==> config.mk <==
export PLATFORM = sky130hd
export DESIGN_NAME = memory_master_flat
export DESIGN_NICKNAME = d
export VERILOG_FILES = /design/src/rtl/memory_master_if.sv /design/src/rtl/memory_master.sv /design/src/flat_wrapper.sv
export SDC_FILE = /design/constraint.sdc
export NUM_CORES = 1
export LEC_CHECK = 0
export ABC_AREA = 1
export BUFFER_PORTS_ARGS = -buffer_cell sky130_fd_sc_hd__buf_2
export CORE_UTILIZATION = 39
export DETAILED_ROUTE_END_ITERATION = 8
export GPL_TIMING_DRIVEN = 0
export PLACE_DENSITY = 0.65
export SLEW_MARGIN = 10
export SYNTH_ARGS = -nofsm -noshare
export SYNTH_HDL_FRONTEND = slang
export SYNTH_SLANG_ARGS = --single-unit
==> constraint.sdc <==
create_clock -name clk -period 1.9 [get_ports clk]
set_clock_uncertainty 0.05 [all_clocks]
set_input_delay 0 -clock clk [delete_from_list [all_inputs] [get_ports clk]]
set_output_delay 0 -clock clk [all_outputs]
set_load 0.02 [all_outputs]
==> src/rtl/memory_master_if.sv <==
// Bundle of every signal between memory_master and its environment, apart from clk and reset.
//   command port : cmd_valid, cmd_ready, cmd_wr, cmd_addr, cmd_wdata
//   result port  : res_valid, res_ready, res_rdata, res_err
//   slave bus    : wr, rd, addr, wdata, rdata, response
//   status       : err_count
// The master modport is the memory_master view. The slave modport is the view of the
// environment that issues commands and plays the memory slave.
interface memory_master_if #(
    parameter int unsigned ADDR_WIDTH = 8,
    parameter int unsigned DATA_WIDTH = 32
);
    logic                  cmd_valid;
    logic                  cmd_ready;
    logic                  cmd_wr;
    logic [ADDR_WIDTH-1:0] cmd_addr;
    logic [DATA_WIDTH-1:0] cmd_wdata;
    logic                  res_valid;
    logic                  res_ready;
    logic [DATA_WIDTH-1:0] res_rdata;
    logic [1:0]            res_err;
    logic                  wr;
    logic                  rd;
    logic [ADDR_WIDTH-1:0] addr;
    logic [DATA_WIDTH-1:0] wdata;
    logic [DATA_WIDTH-1:0] rdata;
    logic                  response;
    logic [7:0]            err_count;

    modport master (
        input  cmd_valid, cmd_wr, cmd_addr, cmd_wdata, res_ready, rdata, response,
        output cmd_ready, res_valid, res_rdata, res_err, wr, rd, addr, wdata, err_count
    );

    modport slave (
        output cmd_valid, cmd_wr, cmd_addr, cmd_wdata, res_ready, rdata, response,
        input  cmd_ready, res_valid, res_rdata, res_err, wr, rd, addr, wdata, err_count
    );
endinterface

==> src/rtl/memory_master.sv <==
// memory_master: bus initiator for the memory slave. It accepts one read or write command,
// drives a single bus transaction for it, then presents read data and a status code on the
// result port.
//   clk   : clock, all logic on posedge
//   reset : synchronous, active-low
//   bus   : memory_master_if.master
//           command port (valid/ready), result port (valid/ready), slave bus strobes,
//           and err_count
// Status codes: 00 ok, 01 address out of range, 10 slave timeout.
module memory_master #(
    parameter int unsigned ADDR_WIDTH = 8,
    parameter int unsigned DATA_WIDTH = 32,
    parameter int unsigned MEM_SIZE   = 16,
    parameter int unsigned TIMEOUT    = 16
) (
    input  logic              clk,
    input  logic              reset,
    memory_master_if.master   bus
);
    typedef enum logic [1:0] {StIdle, StReq, StDone} state_e;

    localparam int unsigned            CntWidth = $clog2(TIMEOUT);
    localparam logic [CntWidth-1:0]    CntLast  = CntWidth'(TIMEOUT - 1);
    localparam logic [1:0]             ErrOk    = 2'b00;
    localparam logic [1:0]             ErrRange = 2'b01;
    localparam logic [1:0]             ErrTmo   = 2'b10;

    state_e                state_q, state_d;
    logic [CntWidth-1:0]   cnt_q, cnt_d;
    logic                  wr_q, wr_d;
    logic                  rd_q, rd_d;
    logic [ADDR_WIDTH-1:0] addr_q, addr_d;
    logic [DATA_WIDTH-1:0] wdata_q, wdata_d;
    logic [DATA_WIDTH-1:0] res_rdata_q, res_rdata_d;
    logic [1:0]            res_err_q, res_err_d;
    logic [7:0]            err_count_q, err_count_d;
    logic                  err_entry;

    // Ready is gated by reset so no command is taken while reset is being asserted.
    assign bus.cmd_ready = (state_q == StIdle) && reset;
    assign bus.res_valid = (state_q == StDone);
    assign bus.wr        = wr_q;
    assign bus.rd        = rd_q;
    assign bus.addr      = addr_q;
    assign bus.wdata     = wdata_q;
    assign bus.res_rdata = res_rdata_q;
    assign bus.res_err   = res_err_q;
    assign bus.err_count = err_count_q;

    always_comb begin
        state_d     = state_q;
        cnt_d       = cnt_q;
        wr_d        = wr_q;
        rd_d        = rd_q;
        addr_d      = addr_q;
        wdata_d     = wdata_q;
        res_rdata_d = res_rdata_q;
        res_err_d   = res_err_q;
        err_entry   = 1'b0;

        unique case (state_q)
            StIdle: begin
                if (bus.cmd_valid && bus.cmd_ready) begin
                    if (32'(bus.cmd_addr) >= MEM_SIZE) begin
                        // Rejected without touching the bus.
                        state_d     = StDone;
                        res_rdata_d = '0;
                        res_err_d   = ErrRange;
                        err_entry   = 1'b1;
                    end else begin
                        state_d = StReq;
                        cnt_d   = '0;
                        addr_d  = bus.cmd_addr;
                        wdata_d = bus.cmd_wr ? bus.cmd_wdata : '0;
                        wr_d    = bus.cmd_wr;
                        rd_d    = !bus.cmd_wr;
                    end
                end
            end
            StReq: begin
                // A response on the last allowed cycle still counts as success.
                if (bus.response) begin
                    state_d     = StDone;
                    wr_d        = 1'b0;
                    rd_d        = 1'b0;
                    res_rdata_d = rd_q ? bus.rdata : '0;
                    res_err_d   = ErrOk;
                end else if (cnt_q == CntLast) begin
                    state_d     = StDone;
                    wr_d        = 1'b0;
                    rd_d        = 1'b0;
                    res_rdata_d = '0;
                    res_err_d   = ErrTmo;
                    err_entry   = 1'b1;
                end else begin
                    cnt_d = cnt_q + 1'b1;
                end
            end
            StDone: begin
                if (bus.res_ready) begin
                    state_d = StIdle;
                end
            end
            default: begin
                state_d = StIdle;
            end
        endcase

        err_count_d = err_count_q;
        if (err_entry && (err_count_q != 8'hFF)) begin
            err_count_d = err_count_q + 8'd1;
        end
    end

    always_ff @(posedge clk) begin
        if (!reset) begin
            state_q     <= StIdle;
            cnt_q       <= '0;
            wr_q        <= 1'b0;
            rd_q        <= 1'b0;
            addr_q      <= '0;
            wdata_q     <= '0;
            res_rdata_q <= '0;
            res_err_q   <= '0;
            err_count_q <= '0;
        end else begin
            state_q     <= state_d;
            cnt_q       <= cnt_d;
            wr_q        <= wr_d;
            rd_q        <= rd_d;
            addr_q      <= addr_d;
            wdata_q     <= wdata_d;
            res_rdata_q <= res_rdata_d;
            res_err_q   <= res_err_d;
            err_count_q <= err_count_d;
        end
    end
endmodule
==> src/flat_wrapper.sv <==
// flat-port wrapper written by rule: the top's interface ports become plain ports
module memory_master_flat 
#(
    parameter int unsigned ADDR_WIDTH = 8,
    parameter int unsigned DATA_WIDTH = 32,
    parameter int unsigned MEM_SIZE   = 16,
    parameter int unsigned TIMEOUT    = 16
)
  (clk, reset, bus_cmd_valid, bus_cmd_wr, bus_cmd_addr, bus_cmd_wdata, bus_res_ready, bus_rdata, bus_response, bus_cmd_ready, bus_res_valid, bus_res_rdata, bus_res_err, bus_wr, bus_rd, bus_addr, bus_wdata, bus_err_count);
  memory_master_if #(.ADDR_WIDTH(ADDR_WIDTH), .DATA_WIDTH(DATA_WIDTH)) bus_i ();
  input  logic clk;
  input  logic reset;
  input wire logic [$bits(bus_i.cmd_valid)-1:0] bus_cmd_valid;
  input wire logic [$bits(bus_i.cmd_wr)-1:0] bus_cmd_wr;
  input wire logic [$bits(bus_i.cmd_addr)-1:0] bus_cmd_addr;
  input wire logic [$bits(bus_i.cmd_wdata)-1:0] bus_cmd_wdata;
  input wire logic [$bits(bus_i.res_ready)-1:0] bus_res_ready;
  input wire logic [$bits(bus_i.rdata)-1:0] bus_rdata;
  input wire logic [$bits(bus_i.response)-1:0] bus_response;
  output wire logic [$bits(bus_i.cmd_ready)-1:0] bus_cmd_ready;
  output wire logic [$bits(bus_i.res_valid)-1:0] bus_res_valid;
  output wire logic [$bits(bus_i.res_rdata)-1:0] bus_res_rdata;
  output wire logic [$bits(bus_i.res_err)-1:0] bus_res_err;
  output wire logic [$bits(bus_i.wr)-1:0] bus_wr;
  output wire logic [$bits(bus_i.rd)-1:0] bus_rd;
  output wire logic [$bits(bus_i.addr)-1:0] bus_addr;
  output wire logic [$bits(bus_i.wdata)-1:0] bus_wdata;
  output wire logic [$bits(bus_i.err_count)-1:0] bus_err_count;
  assign bus_i.cmd_valid = bus_cmd_valid;
  assign bus_i.cmd_wr = bus_cmd_wr;
  assign bus_i.cmd_addr = bus_cmd_addr;
  assign bus_i.cmd_wdata = bus_cmd_wdata;
  assign bus_i.res_ready = bus_res_ready;
  assign bus_i.rdata = bus_rdata;
  assign bus_i.response = bus_response;
  assign bus_cmd_ready = bus_i.cmd_ready;
  assign bus_res_valid = bus_i.res_valid;
  assign bus_res_rdata = bus_i.res_rdata;
  assign bus_res_err = bus_i.res_err;
  assign bus_wr = bus_i.wr;
  assign bus_rd = bus_i.rd;
  assign bus_addr = bus_i.addr;
  assign bus_wdata = bus_i.wdata;
  assign bus_err_count = bus_i.err_count;
  memory_master #(.ADDR_WIDTH(ADDR_WIDTH), .DATA_WIDTH(DATA_WIDTH), .MEM_SIZE(MEM_SIZE), .TIMEOUT(TIMEOUT)) u_core (.clk(clk), .reset(reset), .bus(bus_i));
endmodule
==> results of run 1 <==
-- worst min path at each step --
stage / endpoint / slack, ps / cells after the start
global placement: u_core.bus.addr[3]$_SDFFE_PN0P_ / 180 / 3
floorplan: u_core.bus.wdata[7]$_SDFFE_PN0P_ / 80 / 2
global route: u_core.bus.wdata[8]$_SDFFE_PN0P_ / 60 / 3
detailed placement: u_core.bus.addr[1]$_SDFFE_PN0P_ / 180 / 3
CTS: u_core.bus.wdata[9]$_SDFFE_PN0P_ / 9 / 3
finish: u_core.bus.wdata[9]$_SDFFE_PN0P_ / 20 / 3
-- final cells by class --
class | count | area [um2]
Buffer | 37 | 248
Clock buffer | 10 | 138
Clock inverter | 5 | 55.1
Fill cell | 842 | 3690
Inverter | 15 | 58.8
Multi-Input combinational cell | 323 | 1740
Sequential cell | 90 | 1800
Tap cell | 129 | 161
Timing Repair Buffer | 232 | 1520
-- cell usage in the layout (no fill, tap or decap), types with 2 or more instances in the layout --
cell type / Yosys / layout
clkinvlp_4: 0 / 2
nor2_4: 3 / 3
clkbuf_1: 20 / 20
ha_1: 2 / 2
inv_1: 12 / 12
o21ai_2: 27 / 27
xnor2_1: 2 / 2
a21oi_1: 75 / 75
buf_8: 3 / 3
nand4_1: 33 / 33
nor3_1: 2 / 2
nand2_4: 3 / 3
buf_2: 3 / 164
o21ai_0: 11 / 11
inv_2: 2 / 2
nand3_1: 45 / 45
o21ai_1: 5 / 5
xor2_1: 2 / 2
clkbuf_8: 0 / 10
dlygate4sd3_1: 0 / 71
nand2_2: 5 / 5
nor2_1: 33 / 33
dfxtp_1: 90 / 90
clkinv_2: 0 / 2
nand2_1: 67 / 67
nor2_2: 3 / 3
buf_6: 9 / 9
-- metrics by stage --
| step | hold WS (ps) | power (mW) | instances | setup slack, ps | area, um2 |
|---|---|---|---|---|---|
| 6_report | 21.7 | 3.75 | 841 | 280 | 5720 |
| 5_1_grt | 64.2 | 3.90 | 841 | 110 | 5720 |
| 4_1_cts | 8.59 | 3.77 | 841 | 277 | 5720 |
| 3_5_place_dp | 184 | 2.36 | 755 | 297 | 4820 |
| 3_3_place_gp | 175 | 2.36 | 755 | 333 | 4820 |
| 2_1_floorplan | 80.4 | 2.20 | 465 | 354 | 3850 |
-- power groups by stage --
stage	logic [mW]	registers (mW)	clock network (mW)
after global routing	0.571	1.91	1.41
after floorplan	0.233	1.97	0
final	0.527	1.91	1.31
after global placement	0.404	1.95	0
after detailed placement	0.409	1.96	0
after CTS	0.523	1.91	1.34
-- routing by layer --
metal,vias to the layer above,GRT usage,part of all wire
met5,-,0,0
met4,0,0.127,0.028
met3,31,0.0311,0.044
met2,125,0.385,0.49
met1,1923,0.279,0.43
li1,2087,-,-
-- registers in the layout, indices dropped and copies added (netlist names) --
| register | flops |
|---|---|
| u_core.bus.addr | 8 |
| u_core.bus.err_count | 8 |
| u_core.bus.rd | 1 |
| u_core.bus.res_err | 2 |
| u_core.bus.res_rdata | 32 |
| u_core.bus.wdata | 32 |
| u_core.bus.wr | 1 |
| u_core.cnt_q | 4 |
| u_core.state_q | 2 |
-- critical path, delay by kind of cell, from the launching register on --
kind,cells,cell delay (ps)
and+or+nand+nor,4,640
DFF,1,410
adders and majority gates,1,230
AOI/OAI and AO/OA,1,120
buffers and inverters,1,110
-- repair_timing --
item | in CTS | in global routing
setup endpoints to repair | 0 | 0
hold buffers | 71 | 0
endpoints found under the hold margin | 70 | 0
-- cells by family (layout without fill, tap and decap cells) --
logic type | count (synthesis) | count (layout) | synth area share
compound gates | 120 | 120 | 0.186
xor+xnor | 4 | 4 | 0.00910
fa+ha+maj | 2 | 2 | 0.00650
buf+inv | 52 | 299 | 0.0796
flops | 90 | 90 | 0.468
simple gates | 197 | 197 | 0.251
==> results.md, run 1 <==
- Sequential-to-total area share from yosys stat: 0.468
- Die W: approximately 100 um
- Power Density: between 600 and 700 mW/mm2
- Final Setup Violations: 0
- Critical Path Sink Type: flip-flop
- Syn Nets: 545
- Worst endpoint required time: roughly 2100 ps
- IO buf count: 161
- Initial DRT Pass Iterations: 4
- GPL Wtd Cong: 0.793
- Avg Cell Area, Syn: approximately 8.3 um2
- Cell seen most often among critical-path stages: nand2_1
- Dominant cells by area after synthesis: dfxtp_1 47%, a21oi_1 9.7%, nand2_1 6.5%
- #FFs+latches synth: 90
- Worst-Skew Late Latency: 340 ps
- Hpwl dp: 7.98 mm
- Die height: 101 um
- Total congestion overflow: 0
- Sequential Power Share: 0.509
- Final min period: 1620 ps
- Initial antenna violation count: 0
- Critical Path Start Type: flip-flop
- Vias in the first global route: 3948
- Final hold vios: 0
- Clk slew on worst S/H paths: 100 ps
- CTS sink cnt: 90
- CTS max path bufs: 2
- Layout cells sized above 1: 0.337
- # Post-CTS Setup Buffers: 0
- Mapped Area: 0.00385 mm2
- R2R Setup Slk: 280 ps
- Worst r2r dst: u_core.bus.err_count[3]$_SDFFE_PN0P_
- Slew Limit Fails: 0
- Synth warn: 0
- Top_reg_cell synth: dfxtp_1
- I/O Pins: ~160
- Avg WL per Cell: 13.9 um
- Max-cap check violation count: 0
- Post-Route WL: 11.7 mm
- Root Buffer Master: clkbuf_8
- 1st-iter DRT viols: around 130
- Post-synth EDFFs: 0
- Vias/cell: 4.95
- Internal power: 2.77 mW
- Fmax: 0.617 GHz
- Period utilization: 0.853
- Outcome: completed
- Final Util: 0.608
- CTS buffer count: 9
- Critical path arrival: approximately 1800 ps
- CTS tree: done
- Row count: 35
- Peak supply drop: 309 uV
- RSZ-0062 raised after global routing: no
- Max_slew headroom: 0.615
- Sw Pwr: 0.986 mW
- R2r worst-path depth: 7
- FF-to-FF Start: u_core.bus.err_count[1]$_SDFFE_PN0P_
- Sw frac: 0.263
- Logic gate share of total power: 0.140
- Cells after Synth: between 400 and 500
- Largest net degree at the start of global routing: 15
- Die ar.: roughly 0.010 mm2
- Via count: 4166
- Fin Setup TNS: 0 ps
- Crit path max fanout: 9
- Largest stage delay on the critical path: 410 ps
- Total GRT Usage: 0.227
- H-tree levels: 3
- P&R area growth vs syn: 48.6%
- WS Path Type: flip-flop to flip-flop
- Hold/Removal Path Class: input pin to flip-flop
- Top cells by count, synth: 90 x dfxtp_1, 75 x a21oi_1, 67 x nand2_1
- CP startpoint: u_core.bus.err_count[1]$_SDFFE_PN0P_
- Clock share of power: 0.350
- Core area: 0.00942 mm2
- Post_cts resized: 0
- Slew @ Worst Pin: 578 ps
- CP endpoint: u_core.bus.err_count[3]$_SDFFE_PN0P_
- Worst path cell trace: ha_1, nand2_1, inv_1, nand4_2, nand2_2, nand2_1, a21oi_1
- Post-DRT Antenna Nets: 0
- Largest area contributor in the netlist: dfxtp_1
- Async SR Flop Fraction: 0
- N_diodes: 0
- Slowest stage cell, crit path: dfxtp_1
- Nets@finish: 788
- Most common cell in the netlist: dfxtp_1
- Leak pwr: 2.45 nW
- Netlist cell types: 31
- First-pass GRT wire length: 18.3 mm
- DRC: 0
- Starting density of the core: 0.409
- Synth top area share: 0.468
- Min-delay src: bus_cmd_wr
No activity file was read; power rests on OpenSTA's default activity.
==> run 2: changes to the inputs <==
GPL_TIMING_DRIVEN = 1   (was 0)
clock period = 1.8 ns   (was 1.9 ns; I/O delays follow)
==> results.md, run 2 (synthesized netlist as in run 1, its figures left out) <==
- Outcome: completed
- Die height: 101 um (unchanged)
- Dpl cells: 728 (-3.6%)
- Peak supply drop: 363 uV (+17%)
- Hpwl dp: 6.76 mm (-15%)
- Total congestion overflow: 0 (unchanged)
- Fmax: 0.605 GHz (-1.9%)
- Fin Setup TNS: 0 ps (unchanged)
- Row count: 35 (unchanged)
- Dpl cell area: 0.00468 mm2 (-2.9%)
- Post-Route WL: 11.2 mm (-4.7%)
- Sequential Power Share: 0.517 (+0.008)
- Slew @ Worst Pin: 641 ps (+63.5 ps)
- Most common cell after layout, fill and taps aside: buf_2
- DR WL met2: 5.50 mm (-5.1%)
- Final hold vios: 0 (unchanged)
- Clock share of power: 0.350 (about the same)
- Number of fill cells: 828 (-1.7%)
- Critical path arrival: 1810 ps (-30 ps)
- Power Density: 698 mW/mm2 (+6.4%)
- Total GRT Usage: 0.215 (-0.0122)
- Multi-input gate area: 0.00176 mm2 (+0.79%)
- Critical Path Start Type: flip-flop
- CP startpoint: u_core.cnt_q[0]$_SDFFE_PN0P_
- Slew Limit Fails: 0 (unchanged)
- H-tree levels: 3 (unchanged)
- CTS tree: done
- RSZ-0062 raised after global routing: yes
- Final Util: 0.594 (-0.0133)
- M1 WL: 4.77 mm (-5.9%)
- CTS buffer count: 9 (unchanged)
- Sw frac: 0.257 (-0.00583)
- Design area: 0.00560 mm2 (-2.2%)
- DRC: 0 (unchanged)
- Vias/cell: 5.09 (+2.7%)
- Critical Path Sink Type: flip-flop
- First-pass GRT wire length: 17.7 mm (-3.3%)
- Met3 routed WL: 496 um (-4.2%)
- Clk slew on worst S/H paths: 80 ps (-20 ps)
- Max-cap check violation count: 0 (unchanged)
- Nets@finish: 761 (-3.4%)
- Die W: 101 um (unchanged)
- Highest metal used: met4
- CTS max path bufs: 2 (unchanged)
- Fin cells: 814 (-3.2%)
- Final Setup Violations: 0 (unchanged)
- Final min period: 1650 ps (+31.8 ps)
- Worst hold slack: 30.3 ps (+8.54 ps)
- Max_slew headroom: 0.573 (-0.0423)
- GPL Wtd Cong: 0.817 (+3.0%)
- Worst-Skew Late Latency: 340 ps (about the same)
- Hold/Removal Path Class: input pin to flip-flop
- Sw Pwr: 1.00 mW (+1.8%)
- Initial DRT Pass Iterations: 5 (+1)
- N_diodes: 0 (unchanged)
- Vias in the first global route: 3841 (-2.7%)
- Largest net degree at the start of global routing: 50 (+35)
- Core area: 0.00942 mm2 (unchanged)
- Period utilization: 0.918 (+0.0650)
- Min-delay src: bus_response
- Die ar.: 0.0103 mm2 (unchanged)
- Crit path max fanout: 34 (+25)
- Via count: 4142 (-0.58%)
- 1st-iter DRT viols: 190 (+45%)
- Storage cell area: 0.00180 mm2 (unchanged)
- WS Path Type: flip-flop to flip-flop
- Root Buffer Master: clkbuf_8
- Worst endpoint required time: 1960 ps (-160 ps)
- Initial antenna violation count: 0 (unchanged)
- P&R area growth vs syn: 45.3%
- Starting density of the core: 0.409 (unchanged)
- Layout cells sized above 1: 0.340 (+0.00307)
- Internal power: 2.90 mW (+4.9%)
- Post-DRT Antenna Nets: 0 (unchanged)
- CTS sink cnt: 90 (unchanged)
- FF-to-FF Start: u_core.cnt_q[0]$_SDFFE_PN0P_
- Leak pwr: 2.38 nW (-2.7%)
- Logic gate share of total power: 0.133 (-0.007)
- IO buf count: 163 (+1.2%)
- I/O Pins: 164 (unchanged)
- Avg WL per Cell: 13.7 um (-1.5%)
- Most frequent cells in the layout: 163 x buf_2, 90 x dfxtp_1, 75 x a21oi_1
## run 2: path summary, 6_finish.rpt
kind | to | slack (ps) | depth (start not counted)
setup / recovery | u_core.bus.res_rdata[31]$_SDFFE_PN0P_ | 150 | 8
hold / removal | u_core.bus.res_err[1]$_SDFFE_PN0P_ | 30 | 4
setup reg to reg | u_core.bus.res_rdata[31]$_SDFFE_PN0P_ | 150 | 8
hold reg to reg | u_core.bus.addr[7]$_SDFFE_PN0P_ | 380 | 2
## run 2: timing repair
action                                  in CTS  in global routing
buffers inserted                             0                  0
hold buffers                                71                  0
endpoints found under the hold margin       76                  0
gates resized for setup                      0                  2
endpoints found under the setup margin       0                 38
## run 2: power groups by stage
stage | clock (mW) | sequential (mW) | combinational, mW
5_1_grt | 1.49 | 2.02 | 0.561
6_report | 1.37 | 2.02 | 0.520
2_1_floorplan | 0 | 2.08 | 0.246
3_5_place_dp | 0 | 2.07 | 0.388
4_1_cts | 1.42 | 2.02 | 0.509
3_3_place_gp | 0 | 2.06 | 0.387
## run 2: cell type report
cell class,count,share of cell area
sequential,90,0.322
tap,129,0.0288
clock buffer,11,0.0253
multi-input combinational,323,0.314
timing repair buffer,242,0.290
clock inverter,4,0.00939
inverter,15,0.0105
## run 2: metal layers
layer / vias up / track usage
met4: 0 / 0.126
met1: 1928 / 0.265
li1: 2039 / -
met5: - / 0
met3: 36 / 0.0380
met2: 139 / 0.353
## run 2: worst max-delay path: stages (launching register included)
cell	delay [ps]
dfxtp_1	380
ha_1	180
nand2_1	50
inv_1	80
nand2_1	90
nand2_4	140
nand2_8	210
o21ai_0	240
a21oi_1	90
## run 2: per-stage QoR
step,power (mW),worst slack (ps)
global route,4.07,-9.83
CTS,3.95,5.78
detailed placement,2.45,30.2
floorplan,2.32,254
global placement,2.45,115
finish,3.91,148
